File: src/rtl/interp_sample_ctrl_if.sv
// Handshake bundle for the sample-index controller: control, adder loop and downstream
// sample channel. slave is the controller's view, master is the environment's view.
interface interp_sample_ctrl_if #(
    parameter int CNT_W = 4
);
    logic             start;
    logic [CNT_W-1:0] step;
    logic             abort;
    logic [CNT_W-1:0] add_a;
    logic [CNT_W-1:0] add_b;
    logic [CNT_W-1:0] add_c;
    logic [CNT_W-1:0] smp_idx;
    logic             smp_vld;
    logic             smp_rdy;
    logic             last;
    logic             busy;
    logic             done;

    modport slave (
        input  start, step, abort, add_c, smp_rdy,
        output add_a, add_b, smp_idx, smp_vld, last, busy, done
    );

    modport master (
        output start, step, abort, add_c, smp_rdy,
        input  add_a, add_b, smp_idx, smp_vld, last, busy, done
    );
endinterface

File: src/rtl/interp_sample_ctrl.sv
// Sample-index controller: walks an index from 0 by a latched stride using an external
// adder, offering one index per handshake and pulsing done after the final one.
module interp_sample_ctrl #(
    parameter int CNT_W     = 4,
    parameter int N_SAMPLES = 16
) (
    input logic                 clk,
    input logic                 rst_n,
    interp_sample_ctrl_if.slave bus
);
    typedef enum logic [1:0] {
        IDLE = 2'd0,
        RUN  = 2'd1,
        DONE = 2'd2
    } state_t;

    // Block limit held one bit wider than the index so that N_SAMPLES = 2**CNT_W fits.
    localparam logic [CNT_W:0]   N_LIM    = (CNT_W + 1)'(N_SAMPLES);
    localparam logic [CNT_W-1:0] IDX_ZERO = {CNT_W{1'b0}};
    localparam logic [CNT_W-1:0] STEP_ONE = CNT_W'(1);

    // A zero stride would never advance, so it is promoted to one.
    function automatic logic [CNT_W-1:0] norm_step(input logic [CNT_W-1:0] raw);
        if (raw == IDX_ZERO) begin
            return STEP_ONE;
        end else begin
            return raw;
        end
    endfunction

    // Final-index test on the unwrapped sum, independent of the adder's modulo result.
    function automatic logic is_final(input logic [CNT_W-1:0] idx,
                                      input logic [CNT_W-1:0] stride);
        logic [CNT_W:0] sum;
        sum = {1'b0, idx} + {1'b0, stride};
        return (sum >= N_LIM);
    endfunction

    state_t           state_r;
    state_t           state_nxt_s;
    logic [CNT_W-1:0] idx_r;
    logic [CNT_W-1:0] idx_nxt_s;
    logic [CNT_W-1:0] step_r;
    logic [CNT_W-1:0] step_nxt_s;
    logic             vld_s;
    logic             last_s;
    logic             hs_s;

    assign vld_s  = (state_r == RUN);
    assign last_s = vld_s && is_final(idx_r, step_r);
    assign hs_s   = vld_s && bus.smp_rdy;

    // State, index and stride registers.
    always_ff @(posedge clk or negedge rst_n) begin
        if (!rst_n) begin
            state_r <= IDLE;
            idx_r   <= IDX_ZERO;
            step_r  <= STEP_ONE;
        end else begin
            state_r <= state_nxt_s;
            idx_r   <= idx_nxt_s;
            step_r  <= step_nxt_s;
        end
    end

    // Next-state logic; abort overrides both start and a pending handshake.
    always_comb begin
        state_nxt_s = state_r;
        idx_nxt_s   = idx_r;
        step_nxt_s  = step_r;
        if (bus.abort) begin
            state_nxt_s = IDLE;
            idx_nxt_s   = IDX_ZERO;
        end else begin
            case (state_r)
                IDLE: begin
                    if (bus.start) begin
                        state_nxt_s = RUN;
                        idx_nxt_s   = IDX_ZERO;
                        step_nxt_s  = norm_step(bus.step);
                    end else begin
                        state_nxt_s = IDLE;
                    end
                end
                RUN: begin
                    if (hs_s && last_s) begin
                        state_nxt_s = DONE;
                    end else if (hs_s) begin
                        idx_nxt_s = bus.add_c;
                    end else begin
                        state_nxt_s = RUN;
                    end
                end
                DONE: begin
                    state_nxt_s = IDLE;
                end
                default: begin
                    state_nxt_s = IDLE;
                    idx_nxt_s   = IDX_ZERO;
                end
            endcase
        end
    end

    // Every output decodes registered state only; nothing depends on smp_rdy.
    assign bus.add_a   = idx_r;
    assign bus.add_b   = step_r;
    assign bus.smp_vld = vld_s;
    assign bus.smp_idx = vld_s ? idx_r : IDX_ZERO;
    assign bus.last    = last_s;
    assign bus.busy    = (state_r == RUN) || (state_r == DONE);
    assign bus.done    = (state_r == DONE);
endmodule

File: src/flat_wrapper.sv
// flat-port wrapper written by rule: the top's interface ports become plain ports
module interp_sample_ctrl_flat 
#(
    parameter int CNT_W     = 4,
    parameter int N_SAMPLES = 16
)
  (clk, rst_n, bus_start, bus_step, bus_abort, bus_add_c, bus_smp_rdy, bus_add_a, bus_add_b, bus_smp_idx, bus_smp_vld, bus_last, bus_busy, bus_done);
  interp_sample_ctrl_if #(.CNT_W(CNT_W)) bus_i ();
  input logic clk;
  input logic rst_n;
  input wire logic [$bits(bus_i.start)-1:0] bus_start;
  input wire logic [$bits(bus_i.step)-1:0] bus_step;
  input wire logic [$bits(bus_i.abort)-1:0] bus_abort;
  input wire logic [$bits(bus_i.add_c)-1:0] bus_add_c;
  input wire logic [$bits(bus_i.smp_rdy)-1:0] bus_smp_rdy;
  output wire logic [$bits(bus_i.add_a)-1:0] bus_add_a;
  output wire logic [$bits(bus_i.add_b)-1:0] bus_add_b;
  output wire logic [$bits(bus_i.smp_idx)-1:0] bus_smp_idx;
  output wire logic [$bits(bus_i.smp_vld)-1:0] bus_smp_vld;
  output wire logic [$bits(bus_i.last)-1:0] bus_last;
  output wire logic [$bits(bus_i.busy)-1:0] bus_busy;
  output wire logic [$bits(bus_i.done)-1:0] bus_done;
  assign bus_i.start = bus_start;
  assign bus_i.step = bus_step;
  assign bus_i.abort = bus_abort;
  assign bus_i.add_c = bus_add_c;
  assign bus_i.smp_rdy = bus_smp_rdy;
  assign bus_add_a = bus_i.add_a;
  assign bus_add_b = bus_i.add_b;
  assign bus_smp_idx = bus_i.smp_idx;
  assign bus_smp_vld = bus_i.smp_vld;
  assign bus_last = bus_i.last;
  assign bus_busy = bus_i.busy;
  assign bus_done = bus_i.done;
  interp_sample_ctrl #(.CNT_W(CNT_W), .N_SAMPLES(N_SAMPLES)) u_core (.clk(clk), .rst_n(rst_n), .bus(bus_i));
endmodule
File: config.mk
export PLATFORM = sky130hd
export DESIGN_NAME = interp_sample_ctrl_flat
export DESIGN_NICKNAME = d
export VERILOG_FILES = /design/src/rtl/interp_sample_ctrl_if.sv /design/src/rtl/interp_sample_ctrl.sv /design/src/flat_wrapper.sv
export SDC_FILE = /design/constraint.sdc
export NUM_CORES = 1
export LEC_CHECK = 0
export CAP_MARGIN = 25
export CELL_PAD_IN_SITES_DETAIL_PLACEMENT = 0
export CELL_PAD_IN_SITES_GLOBAL_PLACEMENT = 1
export CORE_ASPECT_RATIO = 0.7
export CORE_UTILIZATION = 31
export CTS_BUF_LIST = sky130_fd_sc_hd__clkbuf_4
export DETAILED_ROUTE_END_ITERATION = 6
export GPL_TIMING_DRIVEN = 0
export PLACE_DENSITY = 0.91
export SETUP_SLACK_MARGIN = 0.1
export SLEW_MARGIN = 40
export SYNTH_ARGS = -nofsm -noshare
export SYNTH_HDL_FRONTEND = slang
export SYNTH_SLANG_ARGS = --single-unit
File: constraint.sdc
create_clock -name clk -period 2.4 [get_ports clk]
set_input_delay 0.48 -clock clk [delete_from_list [all_inputs] [get_ports clk]]
set_output_delay 0.48 -clock clk [all_outputs]
set_load 0.02 [all_outputs]
### Yosys cells after proc, flatten, opt, wreduce, memory -nomap -nowiden

Index checks and enable logic that the tools add are counted.

* $add $sub $neg: 1
* magnitude comparators: 1
* equal/unequal tests: 7
* muxes and demuxes: 12
* bitwise gates (word level): 1
* reduce and logical (&&, ||, !) cells: 8

Operator list (count)
* 2-to-1 mux 4 bit: 6
* one-hot mux 4 bit (3 select lines): 1
* != test 3 bit (second input constant): 3
* 2-to-1 mux 2 bit: 3
* adder 4 x 4 -> 5 bit: 1
* greater-or-equal comparator 5 bit (second input constant): 1
* logical NOT 4 bit: 1
* != test 4 bit (second input constant): 1
* one-hot mux 2 bit (2 select lines): 1
* AND reduction 4 bit: 1
* logical AND 1 bit: 3
* AND reduction 3 bit: 1
* == test 2 x 1 -> 1 bit (second input constant): 1
* == test 2 bit (second input constant): 1
* logical NOT 2 bit: 1
* != test 2 bit (second input constant): 1
* logical OR 1 bit: 1
* 2-to-1 mux 1 bit: 1
* inverter 1 bit: 1

* flip-flop bits (word level): 10
* input port bits: 13
* output and inout port bits: 16
* logic and storage cells: 33

### Logic depth before layout (Yosys ltp)

Gate-level depths: netlist of run 1.

* depth in word-level cells: 7
* gate-level depth with buffers: 7
* gate-level depth less buffers: 6

### Least setup slack after synthesis of run 1

Ideal clock, no wire load.

* path kind: reg-to-output
* start: register u_core.step_r[1] (netlist: u_core.bus.add_b[1])
* end: output bus_last
* arrival: 1.613 ns
* data required time: 1.920 ns
* path slack: 0.307 ns
* stages on the path, launching flop included: 5
* buffers on the path: 0
* cells stage by stage: dfrtp_1 ha_1 a311o_1 a21oi_4 and2b_2

* cells in the longest elaborated chain, start to end: 3

RTL lines
* start: declaration: RTL line interp_sample_ctrl.sv:43 `logic [CNT_W-1:0] step_r;`
* start signal: assignment: RTL line interp_sample_ctrl.sv:62 `step_r <= step_nxt_s;`
* adder 4 x 4 -> 5 bit: RTL line interp_sample_ctrl.sv:35 `sum = {1'b0, idx} + {1'b0, stride};`
* greater-or-equal comparator 5 bit: RTL line interp_sample_ctrl.sv:36 `return (sum >= N_LIM);`
* logical AND 1 bit: RTL line interp_sample_ctrl.sv:50 `assign last_s = vld_s && is_final(idx_r, step_r);`
* end: declaration: RTL line flat_wrapper.sv:20 `output wire logic [$bits(bus_i.last)-1:0] bus_last;`

No other way between the ends.

### Worst setup path after layout of run 1

Same ends and word-level chain as after synthesis.

==> results summary, run 1 <==
The count of nets left with antenna violations after detail routing is 0. The routability-driven placement congestion ratio is 0.792. The arrival time at the worst endpoint is 1840 ps. The maximum clock frequency is 0.432 GHz. The aggregate global-route resource usage came out at 16.4%. The DRC violation count after routing came out at 0. In the synthesized netlist, the number of instances is 63. The number of clock buffers inserted by TritonCTS is 3. The number of levels in the clock H-tree came out at 1. The number of nets in the final layout is 118. In the final layout, the share of cells above drive strength 1 is 17.3%. The area occupied by registers is 251 um^2. The Yosys step of the flow raised 0 warnings. The overall power consumption is 0.525 mW. The library cells used most frequently in the layout, excluding fill and tap cells, are sky130_fd_sc_hd__clkdlybuf4s50_1 (27), sky130_fd_sc_hd__dfrtp_1 (9), sky130_fd_sc_hd__nand2_1 (8), sky130_fd_sc_hd__nand2b_1 (5), sky130_fd_sc_hd__ha_1 (5). Clock-pin slew was measured on the worst setup and hold paths at 80 ps. The total power per unit cell area is 529 mW/mm^2.

STA classifies the critical path startpoint as a register. Cells fill 52.1% of the core in the end. The initial antenna violation count is 0.

The number of global-route vias before repair came out at 565. Counting instances, the worst hold path has a depth of 2. The minimum setup slack in the final design came out at 83.6 ps.

The max-slew violation total from the final report was 0. The largest clock skew in the final design came out at 3.04 ps. Wires add up to 1630 um. The number of enable-type register cells in the synthesized netlist is 0. The count of final hold-check violations is 0. The number of antenna diodes in the final layout is 0. The total area inside the core boundary comes to 0.00190 mm^2. The required time at the worst-slack endpoint came out at 1920 ps. By area the synthesized netlist is led by sky130_fd_sc_hd__dfrtp_1 (35%), sky130_fd_sc_hd__ha_1 (12%), sky130_fd_sc_hd__mux2i_1 (6.3%). The total overflow left after global routing is 0. The tool flagged a number of max-cap violations equal to 0. The highest net fanout along the worst path is 2.

The deepest clock path buffer count came out at 2. The number of port buffers came out at 28. The biggest area contributor in the post-synthesis netlist is sky130_fd_sc_hd__dfrtp_1. The mean routed wirelength per cell is 13.6 um.

The number of cells traversed by the worst register-to-register path came out at 6. TritonCTS built the clock tree. The wire-length estimate of the detail-placed layout is 1270 um. The slew at the pin with the worst max-slew slack came out at 494 ps. The number of different library cells in the post-synthesis netlist came out at 26. The final setup violation count is 0. The die outline height came out at 40.0 um. The register area share after synthesis came out at 39.4%.

In the synthesized netlist the async set-or-reset flop fraction comes to 100%. The largest net degree at the start of global routing came out at 12. The sink count of the clock tree came out at 10. The effective utilization at floorplan is 33.5%. The leakage component of the power is 0.427 nW.

The remaining max-slew budget at the tightest pin is 66.9%. The global-route wire length before repair came out at 2590 um. The total number of placement rows came out at 13. CTS placed an instance of sky130_fd_sc_hd__clkbuf_4 at the clock tree root.

The number of ports placed on the die boundary is 29. After synthesis, the largest area contributor takes up 35.3% of total cell area. The sum of negative setup slack came out at 0 ps.

The reg-to-reg setup timing slack is 570 ps. The startpoint identified for the worst register-to-register timing path is u_core.bus.add_b[1]. The quantity of hold-fixing buffers added after cts came out at 0.

For this run, the leading register cell type out of synthesis is sky130_fd_sc_hd__dfrtp_1. The number of storage elements in the synthesis netlist came out at 10. The fill cell total of the finished layout is 186.

Leaving out fill and tap cells, the most frequent cell in the layout is sky130_fd_sc_hd__clkdlybuf4s50_1. The critical register-to-register path endpoint is u_core.state_r[0]. The shortest clock period the worst path allows after layout is 2320 ps.

In the routed layout, each cell is associated on average with a via count of 4.82. The source-to-sink clock delay at the later pin of the worst-skew pair is 270 ps. By startpoint and endpoint, the worst setup path is classified as register to output pin.

The critical hold path startpoint is u_core.bus.add_b[0]. The flow ran to the end, and the final reports show no timing, DRC or antenna violations. The number of DRC violations after detailed-routing iteration 0 came out at 11.

In this run the worst hold path is classified as register to register. The die is 56.2 um wide. The maximum vdd drop is 0.259 mV. The worst hold path terminates at u_core.bus.add_b[0].

Summing all multi-input logic gate instances after layout gives 374 um^2. The endpoint kind of the worst setup timing path is an output pin. The synthesized area came out at 638 um^2. The die covers 0.00225 mm^2.

Setup repair after global routing could not meet its margin everywhere. The iteration count of the initial detailed-routing pass came out at 4. Dividing the synthesized area by the synthesized cell count gives 10.1 um^2. Counting every net in the synthesized netlist gives 82. The worst setup slack after placement is -149 ps. In the finished design, the share of the clock period the worst path needs comes to 96.5%. The count of vias placed by the detailed router came out at 578. The area growth from synthesis to layout came out at 55.5%.
## worst max-delay path: stages (launching register included)
cell	delay (ps)
sky130_fd_sc_hd__dfrtp_1	390
sky130_fd_sc_hd__ha_1	310
sky130_fd_sc_hd__a311o_1	350
sky130_fd_sc_hd__a21oi_4	140
sky130_fd_sc_hd__and2b_2	220
sky130_fd_sc_hd__buf_2	150
## Yosys cell counts, types with 2 or more instances
cell type,instances
sky130_fd_sc_hd__dfrtp_1,9
sky130_fd_sc_hd__nand2_1,8
sky130_fd_sc_hd__ha_1,6
sky130_fd_sc_hd__nand2b_1,5
sky130_fd_sc_hd__and2_1,4
sky130_fd_sc_hd__mux2i_1,4
sky130_fd_sc_hd__a21oi_1,3
sky130_fd_sc_hd__inv_1,3
sky130_fd_sc_hd__mux2_2,3
sky130_fd_sc_hd__nor2_1,2
## power by group
part | switching (mW) | internal [mW]
Combinational | 0.0895 | 0.0999
Clock | 0.0681 | 0.0603
Sequential | 0.0173 | 0.190
Total | 0.175 | 0.350
## worst max path at each step
stage	start	endpoint	slack [ps]
global route	u_core.bus.add_b[1]	bus_last	2
detailed placement	u_core.bus.add_a[1]	bus_last	-150
global placement	u_core.bus.add_a[1]	bus_last	-140
floorplan	u_core.bus.add_b[1]	bus_last	310
finish	u_core.bus.add_b[1]	bus_last	80
CTS	u_core.bus.add_b[1]	bus_last	80
## flip-flops by register name, summed over array words and instances (netlist names)
name and flops:
u_core.state_r 2, u_core.bus.add_a 4, u_core.bus.add_b 4
## metal layers
layer / up-vias / wire [um] / GRT usage (%)
li1: 291 / - / -
met1: 262 / 785 / 20.9
met2: 21 / 706 / 25.0
met3: 4 / 117 / 6.77
met4: 0 / 25 / 6.71
met5: - / 0 / 0
## per-stage QoR
stage,std cells,hold slack [ps],instance area (um^2)
4_1_cts,120,510,992
5_1_grt,120,545,992
3_3_place_gp,113,492,946
3_5_place_dp,113,499,946
2_1_floorplan,63,184,638
6_report,120,510,992
## kinds of logic (layout without fill, tap and decap cells)
kind of cell / Yosys count / after routing / share of synthesized area [%]
compound gates: 11 / 11 / 14.3
simple gates: 25 / 25 / 20.6
buf+inv: 4 / 39 / 2.35
fa+ha+maj: 6 / 6 / 11.8
mux: 7 / 7 / 11.6
flops: 10 / 10 / 39.4
## final cells by class
type | instances | area share (%)
plain buffers | 1 | 0.378
flip-flops and latches | 10 | 25.3
clock inverters | 1 | 0.378
clock buffers | 3 | 2.27
multi-input cells | 49 | 37.7
repair buffers | 31 | 30.0
inverters | 3 | 1.13
well taps | 22 | 2.77
## timing repair
action / 4_1_cts / 5_1_grt
endpoints found under the hold margin: 0 / 0
buffers inserted: 3 / 0
setup endpoints to repair: 5 / 5
pin swaps: 2 / 0
resized for setup: 5 / 0
gates cloned: 0 / 0
No activity file was read; power rests on OpenSTA's default activity.
==> run 2: changes to the inputs <==
--- a/config.mk
+++ b/config.mk
@@ -11,6 +11,7 @@
 export CORE_ASPECT_RATIO = 0.7
 export CORE_UTILIZATION = 31
 export CTS_BUF_LIST = sky130_fd_sc_hd__clkbuf_4
+export CTS_CLUSTER_DIAMETER = 150
 export DETAILED_ROUTE_END_ITERATION = 6
 export GPL_TIMING_DRIVEN = 0
 export PLACE_DENSITY = 0.91
==> results of run 2 <==
Same layout as run 1: the final DEF is identical, and so are final timing and power.
